==> src/rtl/wf_pkg.sv <==
// Shared constants, state encoding and target-window helpers for the
// waveform zoom sequencer.
package wf_pkg;

  localparam logic [9:0] DEF_START_X = 10'd138;
  localparam logic [9:0] DEF_END_X   = 10'd838;
  localparam logic [9:0] DEF_START_Y = 10'd62;
  localparam logic [9:0] DEF_END_Y   = 10'd482;

  localparam logic [9:0] MAX_START_X = 10'd88;
  localparam logic [9:0] MAX_END_X   = 10'd888;
  localparam logic [9:0] MAX_START_Y = 10'd32;
  localparam logic [9:0] MAX_END_Y   = 10'd512;

  localparam int               LEVEL_W   = 3;
  localparam logic [LEVEL_W-1:0] LEVEL_MAX = 3'd5;

  localparam logic [9:0] EXP_X = 10'd10;
  localparam logic [9:0] EXP_Y = 10'd6;

  typedef enum logic {
    ST_IDLE    = 1'b0,
    ST_ANIMATE = 1'b1
  } state_e;

  // Window limits grow outward symmetrically by a fixed amount per level.
  function automatic logic [9:0] tgt_start_x(input logic [LEVEL_W-1:0] lvl);
    return DEF_START_X - (10'(lvl) * EXP_X);
  endfunction

  function automatic logic [9:0] tgt_end_x(input logic [LEVEL_W-1:0] lvl);
    return DEF_END_X + (10'(lvl) * EXP_X);
  endfunction

  function automatic logic [9:0] tgt_start_y(input logic [LEVEL_W-1:0] lvl);
    return DEF_START_Y - (10'(lvl) * EXP_Y);
  endfunction

  function automatic logic [9:0] tgt_end_y(input logic [LEVEL_W-1:0] lvl);
    return DEF_END_Y + (10'(lvl) * EXP_Y);
  endfunction

endpackage

==> src/rtl/dffr.sv <==
// Standard register cell: D flip-flop with asynchronous active-low reset
// to a parameterised value.
module dffr #(
  parameter int           W       = 1,
  parameter logic [W-1:0] RST_VAL = '0
) (
  input  logic         clk,
  input  logic         rst,
  input  logic [W-1:0] d,
  output logic [W-1:0] q
);

  // Storage element with async clear to RST_VAL.
  always_ff @(posedge clk or negedge rst) begin
    if (!rst) begin
      q <= RST_VAL;
    end else begin
      q <= d;
    end
  end

endmodule

==> src/rtl/wf_axis_stepper.sv <==
// Moves one window limit toward its target when enabled. With
// WF_ZOOM_ANIM_EN defined it moves by at most i_step; otherwise it jumps.
module wf_axis_stepper (
  input  logic [9:0] i_cur,
  input  logic [9:0] i_tgt,
  input  logic [9:0] i_step,
  input  logic       i_en,
  output logic [9:0] o_nxt,
  output logic       o_at_target
);

`ifdef WF_ZOOM_ANIM_EN
  logic [9:0] w_diff;

  // Clamp the final step so the limit lands exactly on the target.
  always_comb begin
    w_diff = 10'd0;
    o_nxt  = i_cur;
    if (!i_en) begin
      o_nxt = i_cur;
    end else if (i_cur < i_tgt) begin
      w_diff = i_tgt - i_cur;
      o_nxt  = (w_diff <= i_step) ? i_tgt : (i_cur + i_step);
    end else begin
      w_diff = i_cur - i_tgt;
      o_nxt  = (w_diff <= i_step) ? i_tgt : (i_cur - i_step);
    end
  end
`else
  logic w_unused_step;
  assign w_unused_step = ^i_step;

  // Without animation the limit loads the target on the enabling tick.
  always_comb begin
    o_nxt = i_cur;
    if (i_en) begin
      o_nxt = i_tgt;
    end else begin
      o_nxt = i_cur;
    end
  end
`endif

  assign o_at_target = (o_nxt == i_tgt);

endmodule

==> src/rtl/wf_zoom_ctrl.sv <==
// Button-driven zoom sequencer for the waveform window. Define
// WF_ZOOM_ANIM_EN for per-frame stepped animation; otherwise limits jump.
module wf_zoom_ctrl
  import wf_pkg::*;
#(
  parameter int STEP_X = 10,
  parameter int STEP_Y = 6
) (
  input  logic         clk,
  input  logic         rst,
  input  logic         btn_up,
  input  logic         btn_down,
  input  logic         btn_full,
  input  logic         frame_tick,
  output logic [9:0]   start_x,
  output logic [9:0]   end_x,
  output logic [9:0]   start_y,
  output logic [9:0]   end_y,
  output logic [2:0]   level,
  output logic         busy
);

  logic [2:0]         w_btn;
  logic [2:0]         r_btn_q;
  logic [2:0]         w_press;
  logic [LEVEL_W-1:0] r_level;
  logic [LEVEL_W-1:0] w_level_nxt;
  logic               w_level_chg;
  logic               r_state_q;
  state_e             w_state;
  state_e             w_state_nxt;
  logic               w_tick;
  logic               w_all_at;

  logic [9:0] r_sx, r_ex, r_sy, r_ey;
  logic [9:0] w_nxt_sx, w_nxt_ex, w_nxt_sy, w_nxt_ey;
  logic       w_at_sx, w_at_ex, w_at_sy, w_at_ey;

  // Reset to all ones so a button held through reset release is not a press.
  assign w_btn = {btn_full, btn_down, btn_up};
  dffr #(.W(3), .RST_VAL(3'b111)) u_btn_q (
    .clk(clk), .rst(rst), .d(w_btn), .q(r_btn_q)
  );
  assign w_press = w_btn & ~r_btn_q;

  // Only a single isolated press is a command; simultaneous presses fall to default.
  always_comb begin
    w_level_nxt = r_level;
    case (w_press)
      3'b001:  w_level_nxt = (r_level < LEVEL_MAX) ? (r_level + 3'd1) : r_level;
      3'b010:  w_level_nxt = (r_level > 3'd0) ? (r_level - 3'd1) : r_level;
      3'b100:  w_level_nxt = (r_level == LEVEL_MAX) ? 3'd0 : LEVEL_MAX;
      default: w_level_nxt = r_level;
    endcase
  end
  assign w_level_chg = (w_level_nxt != r_level);

  dffr #(.W(LEVEL_W), .RST_VAL(3'd0)) u_level (
    .clk(clk), .rst(rst), .d(w_level_nxt), .q(r_level)
  );

  assign w_state = state_e'(r_state_q);
  assign w_tick  = (w_state == ST_ANIMATE) && frame_tick;

  // Steppers use the registered level, i.e. the target before any same-cycle command.
  wf_axis_stepper u_step_sx (
    .i_cur(r_sx), .i_tgt(tgt_start_x(r_level)), .i_step(10'(STEP_X)),
    .i_en(w_tick), .o_nxt(w_nxt_sx), .o_at_target(w_at_sx)
  );
  wf_axis_stepper u_step_ex (
    .i_cur(r_ex), .i_tgt(tgt_end_x(r_level)), .i_step(10'(STEP_X)),
    .i_en(w_tick), .o_nxt(w_nxt_ex), .o_at_target(w_at_ex)
  );
  wf_axis_stepper u_step_sy (
    .i_cur(r_sy), .i_tgt(tgt_start_y(r_level)), .i_step(10'(STEP_Y)),
    .i_en(w_tick), .o_nxt(w_nxt_sy), .o_at_target(w_at_sy)
  );
  wf_axis_stepper u_step_ey (
    .i_cur(r_ey), .i_tgt(tgt_end_y(r_level)), .i_step(10'(STEP_Y)),
    .i_en(w_tick), .o_nxt(w_nxt_ey), .o_at_target(w_at_ey)
  );
  assign w_all_at = w_at_sx & w_at_ex & w_at_sy & w_at_ey;

  dffr #(.W(10), .RST_VAL(DEF_START_X)) u_sx (
    .clk(clk), .rst(rst), .d(w_nxt_sx), .q(r_sx)
  );
  dffr #(.W(10), .RST_VAL(DEF_END_X)) u_ex (
    .clk(clk), .rst(rst), .d(w_nxt_ex), .q(r_ex)
  );
  dffr #(.W(10), .RST_VAL(DEF_START_Y)) u_sy (
    .clk(clk), .rst(rst), .d(w_nxt_sy), .q(r_sy)
  );
  dffr #(.W(10), .RST_VAL(DEF_END_Y)) u_ey (
    .clk(clk), .rst(rst), .d(w_nxt_ey), .q(r_ey)
  );

  // A retarget on the finishing tick keeps the animation running.
  always_comb begin
    w_state_nxt = w_state;
    case (w_state)
      ST_IDLE: begin
        if (w_level_chg) begin
          w_state_nxt = ST_ANIMATE;
        end else begin
          w_state_nxt = ST_IDLE;
        end
      end
      ST_ANIMATE: begin
        if (w_tick && w_all_at && !w_level_chg) begin
          w_state_nxt = ST_IDLE;
        end else begin
          w_state_nxt = ST_ANIMATE;
        end
      end
      default: w_state_nxt = ST_IDLE;
    endcase
  end

  dffr #(.W(1), .RST_VAL(1'b0)) u_state (
    .clk(clk), .rst(rst), .d(w_state_nxt), .q(r_state_q)
  );

  assign start_x = r_sx;
  assign end_x   = r_ex;
  assign start_y = r_sy;
  assign end_y   = r_ey;
  assign level   = r_level;
  assign busy    = r_state_q;

endmodule

==> config.mk <==
export PLATFORM = sky130hd
export DESIGN_NAME = wf_zoom_ctrl
export DESIGN_NICKNAME = d
export VERILOG_FILES = /design/src/rtl/wf_pkg.sv /design/src/rtl/dffr.sv /design/src/rtl/wf_axis_stepper.sv /design/src/rtl/wf_zoom_ctrl.sv
export SDC_FILE = /design/constraint.sdc
export NUM_CORES = 1
export LEC_CHECK = 0
export ABC_AREA = 1
export CAP_MARGIN = 20
export CELL_PAD_IN_SITES_DETAIL_PLACEMENT = 1
export CELL_PAD_IN_SITES_GLOBAL_PLACEMENT = 1
export CORE_MARGIN = 1
export CORE_UTILIZATION = 24
export DETAILED_ROUTE_END_ITERATION = 7
export PLACE_DENSITY_LB_ADDON = 0.12
export SETUP_SLACK_MARGIN = 0.1
export SYNTH_ARGS = -nofsm -noshare
export SYNTH_HDL_FRONTEND = slang
export SYNTH_SLANG_ARGS = --single-unit
==> constraint.sdc <==
create_clock -name clk -period 2.52 [get_ports clk]
set_clock_uncertainty 0.05 [all_clocks]
set_input_delay 0.378 -clock clk [delete_from_list [all_inputs] [get_ports clk]]
set_output_delay 0.378 -clock clk [all_outputs]
set_load 0.1 [all_outputs]
Word-level counts from Yosys, hierarchy flattened
Index checks and enable logic that the tools add are counted.

Logic and storage cells: 47. Output and inout port bits: 44. Register bits: 47. Input bits: 6.

Bitwise logic cells: 6. $add $sub $neg: 6. Reductions and logical operators: 4. Muxes and demuxes: 11. $mul: 2. $lt $le $gt $ge: 2. Eq/ne operators: 9.

Operators with widths (count): == test 10 bit (4); two-way mux 10 bit (4); adder 9 x 6 -> 10 bit (first input constant) (1); adder 9 x 8 -> 10 bit (first input constant) (1); two-way mux 3 bit (3); one-hot mux 3 bit (3 select lines) (1); subtractor 8 x 7 -> 9 bit (first input constant) (1); subtractor 6 x 6 -> 7 bit (first input constant) (1); == test 3 bit (second input constant) (2); multiplier 3 x 3 -> 6 bit (second input constant) (1); multiplier 3 x 2 -> 5 bit (second input constant) (1); adder 3 x 1 -> 3 bit (second input constant) (1); bitwise AND 1 bit (3); bitwise AND 3 bit (1); == test 3 x 1 -> 1 bit (second input constant) (1); == test 3 x 2 -> 1 bit (second input constant) (1); > comparator 3 x 1 -> 1 bit (second input constant) (1); logical AND 1 bit (3); less-than comparator 3 bit (second input constant) (1); inequality test 3 bit (1); inverter 3 bit (1); subtractor 3 x 1 -> 3 bit (second input constant) (1); two-way mux 1 bit (2); one-hot mux 1 bit (2 select lines) (1); 2 further kinds (2).

Logic depth before layout (Yosys ltp)
Depth after elaboration: 11. Gate-level depth with buffers: 12. Gate-level depth less buffers: 12.

Modules after synthesis
Synthesis repeated with hierarchy kept, for this count alone.

Cell total of the unflattened synthesis: 480. Area, all modules: 3370.7 µm².

Modules (own cells, without submodules): wf_axis_stepper (sequential area each 0.0 µm², cells each 75, area an instance 342.8 µm², times used 4); wf_zoom_ctrl (sequential area each 0.0 µm², cells each 133, area an instance 797.0 µm², times used 1); dffr (u_ex ...) (sequential area each 256.5 µm², cells each 10, area an instance 256.5 µm², times used 3); dffr (u_sx) (sequential area each 254.0 µm², cells each 10, area an instance 254.0 µm², times used 1); dffr (u_btn_q) (sequential area each 78.8 µm², cells each 3, area an instance 78.8 µm², times used 1); dffr (u_level) (sequential area each 75.1 µm², cells each 3, area an instance 75.1 µm², times used 1); dffr (u_state) (sequential area each 25.0 µm², cells each 1, area an instance 25.0 µm², times used 1).

Worst setup path before layout
No wires, ideal clock.

Path kind: reg-to-reg. Start: register u_level.q[1]. End: register u_level.q[0]. Arrival: 2.431 ns. Setup time: 0.140 ns. Data required time: 2.330 ns. Setup slack: -0.101 ns. Cell stages (with the launch flop): 9. Path buffers: 0. Clock period less this slack: 2.621 ns. Cell sequence: dfrtp_1 inv_1 ha_1 o21ai_0 o21ai_0 nand2_1 nand2_1 o21ai_1 nand4_1.

Word-level cells in the longest chain between the ends: 3. Elaborated cells on any way between the ends: 7. Those cells by class: order compare (2); eq/ne (1); mux (4).

RTL lines: start, declared (line dffr.sv:10) `output logic [W-1:0] q`; start signal, assigned (line dffr.sv:16) `q <= RST_VAL;`; start signal, assigned (line dffr.sv:18) `q <= d;`; > comparator 3 x 1 -> 1 bit, or another cell as far along (line wf_zoom_ctrl.sv:51) `3'b010: w_level_nxt = (r_level > 3'd0) ? (r_level - 3'd1) : r_level;`; two-way mux 3 bit, on equally long branches (line wf_zoom_ctrl.sv:51, wf_zoom_ctrl.sv:50, wf_zoom_ctrl.sv:52); one-hot mux 3 bit (3 select lines) (*) (line wf_zoom_ctrl.sv:49) `case (w_press)`; named net u_level.d[0] (line dffr.sv:9) `input logic [W-1:0] d,`.

Mark *: on every way through the listed nets, which the timed path passes. The rest lies on a longest branch.

Worst setup path in the final report
Start: register u_level.q[1]. End: register u_ey.q[5].

Word-level cells in the longest chain between the ends: 3.

RTL lines: multiplier 3 x 2 -> 5 bit (line wf_pkg.sv:40) `return DEF_END_Y + (10'(lvl) * EXP_Y);`; adder 9 x 6 -> 10 bit (line wf_pkg.sv:40); two-way mux 10 bit (line wf_axis_stepper.sv:36) `if (i_en) begin`; named net u_ey.d[5] (line dffr.sv:9); end signal, assigned (line dffr.sv:16); end signal, assigned (line dffr.sv:18); end, declared (line dffr.sv:10).

The timed path passes the listed nets, and every way through them passes these cells.

==> flow_summary.ini <==
[worst_setup_path]
reg2reg_slack_ps = 440
critPathKind = flop to flop
start_kind = flop
timing.rr.end = u_ey.q[5]
r2r-start = u_level.q[1]
worstSetupEndpoint = u_ey.q[5]
ff2ff_path_depth = 7
crit_path_start = u_level.q[1]
crit_required_ps = 2690
cp_max_fo = 5
arrival_ps = 2260
crit_path_end_kind = flop

[timing]
fmax_ghz = 0.4804
worst_pin_slew_ps = 598.2
setup_tns_ps = 0
fin_crit_ps = 2082
finalHoldViolCount = 0
setup_viol = 0
whs_ps = 27.53
timing.final.crit_share_pct = 82.60
grt_setup_unrepaired = false
maxSlewViolCount = 0
slew-limit-headroom_pct = 60.12

[yosys]
synth_warnings = 0
async_reset_ff_share_pct = 100.0
synthesis.area_um2 = 2327
syn-num-nets = 290
synth_cell_type_count = 26
synthFlopType = dfrtp_1
yosysSeqAreaShare_pct = 51.67
ys_seq_elements = 47
avgSynthCellArea_um2 = 8.716
synth_edf_count = 0
postSynthCellCount = 267

[finish]
fin_util_pct = 32.21
drive_gt1_share_pct = 28.13
syn_to_final_growth_pct = 29.09
final_nets = 349
n_antenna_cell = 0

[hold_path]
hold_path.class = primary input to async pin

[clocking]
root_buffer = clkbuf_8
htreeDepth = 2
cts_hold_buffers = 0
clkTransAtPathRegs_ps = 90
clock_sinks = 47
cts_tree = done
cts-buffers-inserted = 5
post_cts_buffers = 0
cts_resized = 0
cts_buffer_depth = 2
clkLatencyLatePin_ps = 300

[place]
place_congestion = 0.7064
dp_hpwl_um = 4319
portBuffers = 49

[floorplanning]
num_rows = 35
die_h_um = 100.5
core_um2 = 9328
dieArea_um2 = 10090
start_util_pct = 24.95
die_w_um = 100.5
ios = 50

[routing]
finalWirelength_um = 5748
wl_met3_um = 228
routedWlPerCell_um = 12.61
ant_nets = 0
dr.pass1.iters = 4
dr.first_iter.drc_count = 33
top_layer = met4
m1WireLength_um = 2872
wl_met2_um = 2571
route.vias.total = 1868
routed_via_density = 4.096
drc_errors = 0

[grt]
grt_pass1_wl_um = 9480
antenna_found_initial = 0
track_usage_pct = 12.10
first_global_vias = 1921
grt_overflow_total = 0
grt_max_degree = 36

[run_status]
status = complete, no violations

[job]
max_cap_viol_count = 0
synthesized netlist by cell type (2+ instances only):
master    instances  share of area [%]
a21oi_1           2               0.43
buf_2             2               0.43
clkbuf_1          4               0.64
dfrtp_1          26                 28
dfstp_2          21                 24
ha_1             16                8.6
inv_1            36                5.8
nand2_1          70                 11
nand3_1          17                3.7
nand4_1           5                1.3
nor2_1           25                4.0
o21ai_0          22                4.7
or2_2             2               0.54
xnor2_1           2               0.75
xor2_1            6                2.3
cells by family after synthesis:
| group | count (synthesis) | share of synthesized area (%) |
|---|---|---|
| xor gates and xnor gates | 8 | 3.011 |
| buffers and inverters | 45 | 7.796 |
| adders and majority gates | 17 | 9.462 |
| DFF | 47 | 51.67 |
| and+or+nand+nor | 123 | 22.04 |
| AOI/OAI and AO/OA | 27 | 6.022 |
cell type report:
class                      count  area (µm²)
fill                        1132        6324
tap                          129       161.4
sequential                    47        1205
multi-input combinational    175       943.4
clock inverter                 2       13.76
clock buffer                   6       72.57
timing repair buffer          59       462.9
inverter                      38       145.1
metal layers:
layer	track usage, %	up-vias
li1	-	944
met1	16.07	880
met2	19.60	36
met3	2.774	8
met4	3.679	0
met5	0	-
state kept, by name, summed over array words and instances, names as in the netlist:
register / cells
u_state.q: 1
u_sy.q: 10
u_btn_q.q: 3
u_sx.q: 10
u_ey.q: 10
u_ex.q: 10
u_level.q: 3
metrics by stage:
step / area (µm²) / worst slack [ps] / cells
3_3_place_gp: 2888 / 410.3 / 444
5_1_grt: 3004 / 218.5 / 456
6_report: 3004 / 438.4 / 456
4_1_cts: 2974 / 304.5 / 452
2_1_floorplan: 2330 / 164.5 / 267
3_5_place_dp: 2888 / 332.3 / 444
how the worst min path moves through the flow:
stage / startpoint / to / cells past startpoint
3_5_place_dp: rst / u_ey.q[3] / 1
4_1_cts: rst / u_level.q[2] / 1
6_report: rst / u_ey.q[4] / 1
2_1_floorplan: rst / u_ex.q[0] / 0
3_3_place_gp: rst / u_ey.q[3] / 1
5_1_grt: rst / u_ey.q[4] / 1
layout by cell type (no fill, tap or decap), types with 2 or more instances in the layout:
| cell | instances |
|---|---|
| dfrtp_1 | 24 |
| o21ai_0 | 22 |
| a21oi_1 | 2 |
| buf_4 | 53 |
| inv_1 | 36 |
| nand2_1 | 70 |
| dfstp_2 | 21 |
| nand3_1 | 17 |
| nand4_1 | 5 |
| xnor2_1 | 2 |
| dfrtp_2 | 2 |
| nor2_1 | 25 |
| xor2_1 | 6 |
| or2_2 | 2 |
| clkbuf_8 | 5 |
| ha_1 | 16 |
| clkdlybuf4s50_1 | 4 |
worst max-delay path: stages, from the launching register on:
cell,delay (ps)
dfrtp_2,440
ha_1,240
fa_1,550
nand2_1,90
nor2_1,160
inv_1,70
ha_1,260
o21ai_0,160
Power is not shown: default switching activity piles up to over one toggle a cycle in this logic, so the estimate is an artifact.
